===== config.mk =====
export PLATFORM = sky130hd
export DESIGN_NAME = inv_mix_columns_iter
export DESIGN_NICKNAME = d
export VERILOG_FILES = /design/src/rtl/aes_pkg.sv /design/src/rtl/inv_mix_lane.sv /design/src/rtl/inv_mix_columns_iter.sv
export SDC_FILE = /design/constraint.sdc
export NUM_CORES = 1
export LEC_CHECK = 0
export BUFFER_PORTS_ARGS = -buffer_cell sky130_fd_sc_hd__buf_2
export CAP_MARGIN = 20
export CORE_UTILIZATION = 60
export CTS_CLUSTER_DIAMETER = 60
export DETAILED_ROUTE_END_ITERATION = 10
export GPL_TIMING_DRIVEN = 0
export MAX_ROUTING_LAYER = met4
export PLACE_DENSITY = 0.82
export SLEW_MARGIN = 10
export SYNTH_ARGS = -nofsm -noshare
export SYNTH_HDL_FRONTEND = slang
export SYNTH_SLANG_ARGS = --single-unit

===== constraint.sdc =====
create_clock -name clk -period 5.5 [get_ports clk]
set_clock_uncertainty 0.1 [all_clocks]
set_input_delay 0.55 -clock clk [delete_from_list [all_inputs] [get_ports clk]]
set_output_delay 0.55 -clock clk [all_outputs]
set_load 0.005 [all_outputs]

===== src/rtl/aes_pkg.sv =====
// Shared AES types and GF(2^8) helpers for the decryption-path column stages.
// Column helpers map between the 128-bit state and one 4-byte lane {a0,a1,a2,a3}.
package aes_pkg;

  typedef logic [127:0] aes_state_t;

  typedef enum logic [1:0] {
    IDLE,
    BUSY,
    DONE
  } imc_fsm_t;

  localparam logic [7:0] AES_POLY = 8'h1B;

  function automatic logic [7:0] xtime(input logic [7:0] b);
    return {b[6:0], 1'b0} ^ (b[7] ? AES_POLY : 8'h00);
  endfunction

  function automatic logic [7:0] gf_mul9(input logic [7:0] b);
    logic [7:0] x2, x4, x8;
    x2 = xtime(b);
    x4 = xtime(x2);
    x8 = xtime(x4);
    return x8 ^ b;
  endfunction

  function automatic logic [7:0] gf_mul11(input logic [7:0] b);
    logic [7:0] x2, x4, x8;
    x2 = xtime(b);
    x4 = xtime(x2);
    x8 = xtime(x4);
    return x8 ^ x2 ^ b;
  endfunction

  function automatic logic [7:0] gf_mul13(input logic [7:0] b);
    logic [7:0] x2, x4, x8;
    x2 = xtime(b);
    x4 = xtime(x2);
    x8 = xtime(x4);
    return x8 ^ x4 ^ b;
  endfunction

  function automatic logic [7:0] gf_mul14(input logic [7:0] b);
    logic [7:0] x2, x4, x8;
    x2 = xtime(b);
    x4 = xtime(x2);
    x8 = xtime(x4);
    return x8 ^ x4 ^ x2;
  endfunction

  // Byte j of every word, word 0 in the top byte of the result.
  function automatic logic [31:0] get_column(input aes_state_t s, input logic [1:0] j);
    case (j)
      2'd0:    return {s[103:96],  s[71:64], s[39:32], s[7:0]};
      2'd1:    return {s[111:104], s[79:72], s[47:40], s[15:8]};
      2'd2:    return {s[119:112], s[87:80], s[55:48], s[23:16]};
      default: return {s[127:120], s[95:88], s[63:56], s[31:24]};
    endcase
  endfunction

  function automatic aes_state_t put_column(input aes_state_t s, input logic [1:0] j,
                                            input logic [31:0] c);
    aes_state_t r;
    r = s;
    case (j)
      2'd0: begin
        r[103:96] = c[31:24]; r[71:64] = c[23:16]; r[39:32] = c[15:8]; r[7:0]   = c[7:0];
      end
      2'd1: begin
        r[111:104] = c[31:24]; r[79:72] = c[23:16]; r[47:40] = c[15:8]; r[15:8] = c[7:0];
      end
      2'd2: begin
        r[119:112] = c[31:24]; r[87:80] = c[23:16]; r[55:48] = c[15:8]; r[23:16] = c[7:0];
      end
      default: begin
        r[127:120] = c[31:24]; r[95:88] = c[23:16]; r[63:56] = c[15:8]; r[31:24] = c[7:0];
      end
    endcase
    return r;
  endfunction

endpackage


===== src/rtl/inv_mix_lane.sv =====
// Combinational InvMixColumns for one 4-byte lane; byte a0 sits in col_in[31:24].
module inv_mix_lane
  import aes_pkg::*;
(
  input  logic [31:0] col_in,
  output logic [31:0] col_out
);

  logic [7:0] a0, a1, a2, a3;

  assign {a0, a1, a2, a3} = col_in;

  assign col_out = {
    gf_mul14(a0) ^ gf_mul11(a1) ^ gf_mul13(a2) ^ gf_mul9(a3),
    gf_mul9(a0)  ^ gf_mul14(a1) ^ gf_mul11(a2) ^ gf_mul13(a3),
    gf_mul13(a0) ^ gf_mul9(a1)  ^ gf_mul14(a2) ^ gf_mul11(a3),
    gf_mul11(a0) ^ gf_mul13(a1) ^ gf_mul9(a2)  ^ gf_mul14(a3)
  };

endmodule


===== src/rtl/inv_mix_columns_iter.sv =====
// Iterative InvMixColumns: LANES_PER_CYCLE lanes per BUSY cycle, valid/ready on both sides.
module inv_mix_columns_iter
  import aes_pkg::*;
#(
  parameter int unsigned LANES_PER_CYCLE = 1
) (
  input  logic         clk,
  input  logic         rst_n,
  input  logic         in_valid,
  output logic         in_ready,
  input  logic [127:0] state_in,
  output logic         out_valid,
  input  logic         out_ready,
  output logic [127:0] state_out,
  output logic         busy
);

  if (!(LANES_PER_CYCLE == 1 || LANES_PER_CYCLE == 2 || LANES_PER_CYCLE == 4)) begin : g_bad_lanes
    $error("inv_mix_columns_iter: LANES_PER_CYCLE must be 1, 2 or 4");
  end

  // A step of 4 truncates to 0, so lane_cnt stays at 0 for the single-cycle variant.
  localparam logic [1:0] LANE_STEP = 2'(LANES_PER_CYCLE);
  localparam logic [1:0] LAST_LANE = 2'(4 - LANES_PER_CYCLE);

  imc_fsm_t   fsm;
  logic [1:0] lane_cnt;
  aes_state_t in_reg;
  aes_state_t res_reg;
  aes_state_t res_chain [LANES_PER_CYCLE+1];
  logic       accept;

  assign res_chain[0] = res_reg;

  for (genvar i = 0; i < LANES_PER_CYCLE; i++) begin : g_lane
    logic [1:0]  lane_sel;
    logic [31:0] col_in;
    logic [31:0] col_out;

    assign lane_sel = lane_cnt + 2'(i);
    assign col_in   = get_column(in_reg, lane_sel);

    inv_mix_lane u_lane (
      .col_in (col_in),
      .col_out(col_out)
    );

    assign res_chain[i+1] = put_column(res_chain[i], lane_sel, col_out);
  end

  assign in_ready  = (fsm == IDLE) || ((fsm == DONE) && out_ready);
  assign accept    = in_valid && in_ready;
  assign state_out = res_reg;

  always_ff @(posedge clk) begin
    if (!rst_n) begin
      fsm       <= IDLE;
      lane_cnt  <= '0;
      in_reg    <= '0;
      res_reg   <= '0;
      out_valid <= 1'b0;
      busy      <= 1'b0;
    end else begin
      case (fsm)
        IDLE: begin
          if (accept) begin
            in_reg   <= state_in;
            lane_cnt <= '0;
            busy     <= 1'b1;
            fsm      <= BUSY;
          end
        end
        BUSY: begin
          res_reg  <= res_chain[LANES_PER_CYCLE];
          lane_cnt <= lane_cnt + LANE_STEP;
          if (lane_cnt == LAST_LANE) begin
            lane_cnt  <= '0;
            busy      <= 1'b0;
            out_valid <= 1'b1;
            fsm       <= DONE;
          end
        end
        DONE: begin
          if (out_ready) begin
            out_valid <= 1'b0;
            if (in_valid) begin
              in_reg   <= state_in;
              lane_cnt <= '0;
              busy     <= 1'b1;
              fsm      <= BUSY;
            end else begin
              fsm <= IDLE;
            end
          end
        end
        default: begin
          fsm       <= IDLE;
          lane_cnt  <= '0;
          out_valid <= 1'b0;
          busy      <= 1'b0;
        end
      endcase
    end
  end

endmodule

# Word-level counts from Yosys, hierarchy flattened
# Cells that the tools add are included.
# word_totals
output_inout_bits	131
word_cells	120
in_bits	132
regBits	262
# classes
n_eq_ne	9
mux	35
bitwise_logic	50
addsub	1
reduce_logical	16
# op_table
operator	count
2-to-1 mux 128 bit	3
bitwise XOR 8 bit	46
case mux 128 bit (2 select lines)	1
case mux 32 bit (3 select lines)	1
2-to-1 mux 5 bit	12
bitwise XOR 8 x 5 -> 8 bit	2
2-to-1 mux 2 bit	7
case mux 2 bit (3 select lines)	2
AND reduction 3 bit	3
inequality test 2 bit (second input constant)	4
AND reduction 2 bit	4
AND reduction 4 bit	2
2-to-1 mux 1 bit	7
equality test 2 bit (second input constant)	3
case mux 1 bit (3 select lines)	2
equality test 2 x 1 -> 1 bit (second input constant)	2
logical NOT 2 bit	2
OR reduction 3 bit	1
adder 2 x 1 -> 2 bit (second input constant)	1
logical AND 1 bit	2
inverter 1 bit	2
nonzero test 2 bit	1
logical OR 1 bit	1

# Logic depth before layout (Yosys ltp)
# logic_depth
ltp_word	13
mapped_depth	14
depth_no_buf	10

# Hierarchy
# Synthesis repeated with hierarchy kept, for this count alone.
# unflattened
hier_cells	1383
hier_area_um2	12748.5
# by_module_without_submodules
module	cells_each	instances	area_per_inst_um2	seq_area_each_um2
inv_mix_columns_iter	1170	1	10498.8	5245.0
inv_mix_lane	213	1	2249.7	0.0

# Worst setup path after synthesis
# Ideal clock, no wire load.
# synth_timing
kind	flip-flop to flip-flop
startpoint	register lane_cnt[0]
endpoint	register res_reg[11] (netlist: state_out[11])
t_arrival_ns	3.249
synth_period_minus_slack_ns	3.471
setup_slack_ns	2.029
stages_incl_launch_ff	12
setup_ns	0.122
n_path_buf	1
required_ns	5.278
cell_sequence	dfxtp_1 inv_1 ha_1 buf_6 a222oi_1 xnor2_1 mux2i_4 xnor2_1 xnor3_2 xnor3_2 xnor2_2 o21ai_1
# synth_between
elab_chain_cells	11
word_cells_on_any_way	37
cone_classes	eq/ne (2); mux (11); bitwise (22); reduce/logical (2)
# synth_rtl
item	line_no	source
start: declaration	inv_mix_columns_iter.sv:27	logic [1:0] lane_cnt;
start signal: assignment	inv_mix_columns_iter.sv:75	lane_cnt <= lane_cnt + LANE_STEP;
equality test 2 bit, or another cell as far along	aes_pkg.sv:53	case (j)
case mux 32 bit (3 select lines)	aes_pkg.sv:53	
2-to-1 mux 5 bit, or another cell as far along	aes_pkg.sv:16	return {b[6:0], 1'b0} ^ (b[7] ? AES_POLY : 8'h00);
bitwise XOR 8 x 5 -> 8 bit or bitwise XOR 8 bit (tied branches)	aes_pkg.sv:16	
bitwise XOR 8 bit or 2-to-1 mux 5 bit (tied branches)	aes_pkg.sv:16	
bitwise XOR 8 bit	aes_pkg.sv:16	
bitwise XOR 8 bit (on tied branches) (2 in a row)	aes_pkg.sv:32, aes_pkg.sv:40	
bitwise XOR 8 bit (3 in a row)	inv_mix_lane.sv:17	gf_mul11(a0) ^ gf_mul13(a1) ^ gf_mul9(a2) ^ gf_mul14(a3)
end signal: assignment	inv_mix_columns_iter.sv:74	res_reg <= res_chain[LANES_PER_CYCLE];
end: declaration	inv_mix_columns_iter.sv:29	aes_state_t res_reg;
# Parallel ways exist; a longest one is shown, timed or not.
# A chain may end at the register's enable or synchronous reset.

# Worst setup path in the final report
# layout_timing
startpoint	register lane_cnt[0]
endpoint	register res_reg[30] (netlist: state_out[30])
# layout_between
elab_chain_cells	11
word_cells_on_any_way	33
cone_classes	eq/ne (2); mux (5); bitwise (23); reduce/logical (3)
# layout_rtl
item	line_no
equality test 2 bit, or another cell as far along	aes_pkg.sv:53, aes_pkg.sv:65
case mux 32 bit (3 select lines)	aes_pkg.sv:53
2-to-1 mux 5 bit	aes_pkg.sv:16
bitwise XOR 8 x 5 -> 8 bit or bitwise XOR 8 bit (tied branches)	aes_pkg.sv:16
bitwise XOR 8 bit (2 in a row)	aes_pkg.sv:16
bitwise XOR 8 bit (on tied branches) (2 in a row)	aes_pkg.sv:32, aes_pkg.sv:40
bitwise XOR 8 bit (3 in a row)	inv_mix_lane.sv:17
# Parallel ways exist; a longest one is shown, timed or not.

==> run metrics <==
CTS Buf Count=27; fmax=200 MHz; WL/cell=19.8 um; Hold Startpoint=state_in[74]; Reg area=5250 sq um; number of fill cells=about 1600; Gate Count Post-Synth=1506; YS warnings=0; startpoint types=flip-flop; Synth Cell Area=12700 sq um; Clock Path Buffers=3; Cell variety after synth=40; die area=21800 sq um; Avg Synthesized Cell Area=~8.5 sq um; Ant. Diodes=0; HP Class=input pin to flip-flop; io pins=roughly 260; Multi-input gate area=roughly 7000 sq um; total routed wirelength=between 40000 and 50000 um; global-route wire length before repair=approximately 63000 um; fin crit period=between 4 and 5 ns; Max Cap Viol=0; Sw Ratio=a little over a third; cell row count=52; post-cts resize count=0; Seq/Total Area, Yosys=41.2%; dpl hpwl=around 32000 um; TritonCTS clock tree=yes; TritonRoute pass-1 iters=7; worst ir drop on vdd=approximately 0.28 mV; CP arrival=5.28 ns; NetSw=approximately 2.1 mW; Final Cell Area=roughly 15000 sq um; Power Dens Cells=approximately 400 nW/um^2; Layout Nets=1934; Worst Tran Pin Value=between 1 and 1.5 ns; Post-Layout Cell Count=2086; DRT iter0 DRCs=around 1100; Yosys reg bits=around 260; via count=~12000; vias in the first global route=roughly 11000; part of the cycle the worst path needs=90.7%; Relative slew margins=a little under an eighth; CTS H-tree lvls=1; area leader, netlist=dfxtp_1; cts hold-fix bufs=0; syn_nets=between 1500 and 2000; Layout Utilization=around three quarters; final hold vios=0; CP endpoint kind=flip-flop; Core ar.=approximately 20000 sq um; status=complete, no violations; Synth top area share=a little over 40%; Antenna Nets Post-Route=0; share of layout cells above drive strength 1=between 10% and 20%; Critical Path Fanout Max=10; DIE HEIGHT=around 150 um; Final Hold Slack=about 0.16 ns; clock power share=32.0%; Synth area leaders=dfxtp_1 41%, nand2_1 11%, xnor2_1 11%; antenna violations before repair=0; Clock Latency Late Sink=about 0.54 ns; GRT Residual Overflow=0; Seq pwr share=between 30% and 40%; Pint=3.96 mW; Post-CTS Setup Inserts=0; Comb power frac=33.6%; Sum Neg Setup Slack=0 ns; Final setup violation count=0; Clock transition at path regs=around 0.070 ns; critical path required time=a little under 6 ns; Num Clock Sinks=roughly 260; kind of critical path=flip-flop to flip-flop; routability cong.=between 1 and 1.5; R2R Path Start=lane_cnt[0]$_SDFFE_PN0P_; Overall Global Routing Usage=roughly two fifths; dpl cell area=approximately 14000 sq um; fin. max-slew vios=0; DRC=0; initial cell density of the core=62.2%; static leakage=6.65 nW; largest net degree at the start of global routing=17; overall die width=approximately 150 um; Via density=5.76; Layout area overhead=20.4%; dpl cells=between 2000 and 2500; clk root buf=clkbuf_16; RSZ-0062 raised after global routing=no; input/output buffers=between 200 and 300; crit path launch=lane_cnt[0]$_SDFFE_PN0P_
## worst paths after layout
check                                end  slack, ns  depth (start not counted)
max           state_out[30]$_SDFFE_PN0P_       0.51                         11
min              in_reg[74]$_SDFFE_PN0P_       0.16                          3
max reg2reg   state_out[30]$_SDFFE_PN0P_       0.51                         11
min reg2reg  state_out[101]$_SDFFE_PN0P_       0.36                          2
## cell usage after synthesis (all sizes together)
master   instances
a21boi         155
a21o             1
a21oi           84
a222oi          29
a22o             1
a22oi            4
a2bb2oi          3
and2             8
buf             21
clkbuf          99
dfxtp          262
ha               5
inv              5
mux2             1
mux2i            2
nand2          363
nand3           25
nand3b           1
nor2            64
nor2b           12
nor3             1
o211a           28
o21ai           95
o31ai            1
or2              1
or3              1
xnor2          158
xnor3           16
xor2            60
## cells in the final DEF, fill, tap and decap left out, drive strengths merged
master    instances
nand2           363
buf             283
dfxtp           262
xnor2           158
a21boi          155
clkbuf          133
o21ai            95
a21oi            84
nor2             64
xor2             60
a222oi           29
o211a            28
nand3            25
xnor3            16
nor2b            12
inv               9
and2              8
ha                5
a22oi             4
clkinvlp          4
bufinv            4
a2bb2oi           3
mux2i             2
clkinv            2
or2               1
nand3b            1
mux2              1
a22o              1
a21o              1
nor3              1
o31ai             1
or3               1
## power groups by stage
stage | Clock [mW] | Combinational (mW) | Sequential, mW
after global placement | 0 | 1.97 | 2.13
after global routing | 2.02 | 2.15 | 2.11
after detailed placement | 0 | 1.99 | 2.13
after CTS | 1.95 | 2.01 | 2.09
final | 1.94 | 2.04 | 2.10
after floorplan | 0 | 1.35 | 2.13
## worst max-delay path: stages, from the launching register on
cell      delay (ns)
dfxtp_1         0.44
ha_1            0.18
buf_2           0.25
buf_2           0.34
buf_1           0.72
a222oi_1        0.34
a21oi_1         0.72
xnor2_1         0.30
xnor2_1         0.61
xnor2_1         0.25
xor2_1          0.45
a21oi_1         0.13
## layer usage
| layer | part of all wire (%) | track usage, % | routed length, um |
|---|---|---|---|
| met4 | 3.8 | 13.7 | 1550 |
| met5 | 0 | - | 0 |
| met3 | 7.5 | 3.77 | 3100 |
| met2 | 47 | 64.1 | 19500 |
| met1 | 41 | 49.3 | 17100 |
## area by class of cell
cell class | instances | area share, %
clock inverters | 14 | 1.30
plain buffers | 120 | 3.05
well taps | 270 | 2.20
clock buffers | 34 | 4.90
inverters | 5 | 0.122
multi-input cells | 1119 | 45.7
repair buffers | 262 | 8.56
flip-flops and latches | 262 | 34.2
## through the flow
stage / setup slack (ns) / power [mW]
2_1_floorplan: 2.03 / 3.47
3_3_place_gp: 0.747 / 4.10
3_5_place_dp: 0.704 / 4.13
4_1_cts: 0.711 / 6.05
5_1_grt: 0.413 / 6.28
6_report: 0.512 / 6.08
## cells by family (layout without fill, tap and decap cells)
group | Yosys count | after routing | share of synthesized area (%)
simple gates | 476 | 476 | 14.7
flops | 262 | 262 | 41.2
buf+inv | 125 | 435 | 3.82
mux | 3 | 3 | 0.344
compound gates | 401 | 401 | 21.3
fa+ha+maj | 5 | 5 | 0.491
xor+xnor | 234 | 234 | 18.1
Note: power is estimated with default switching activity, not from simulation.
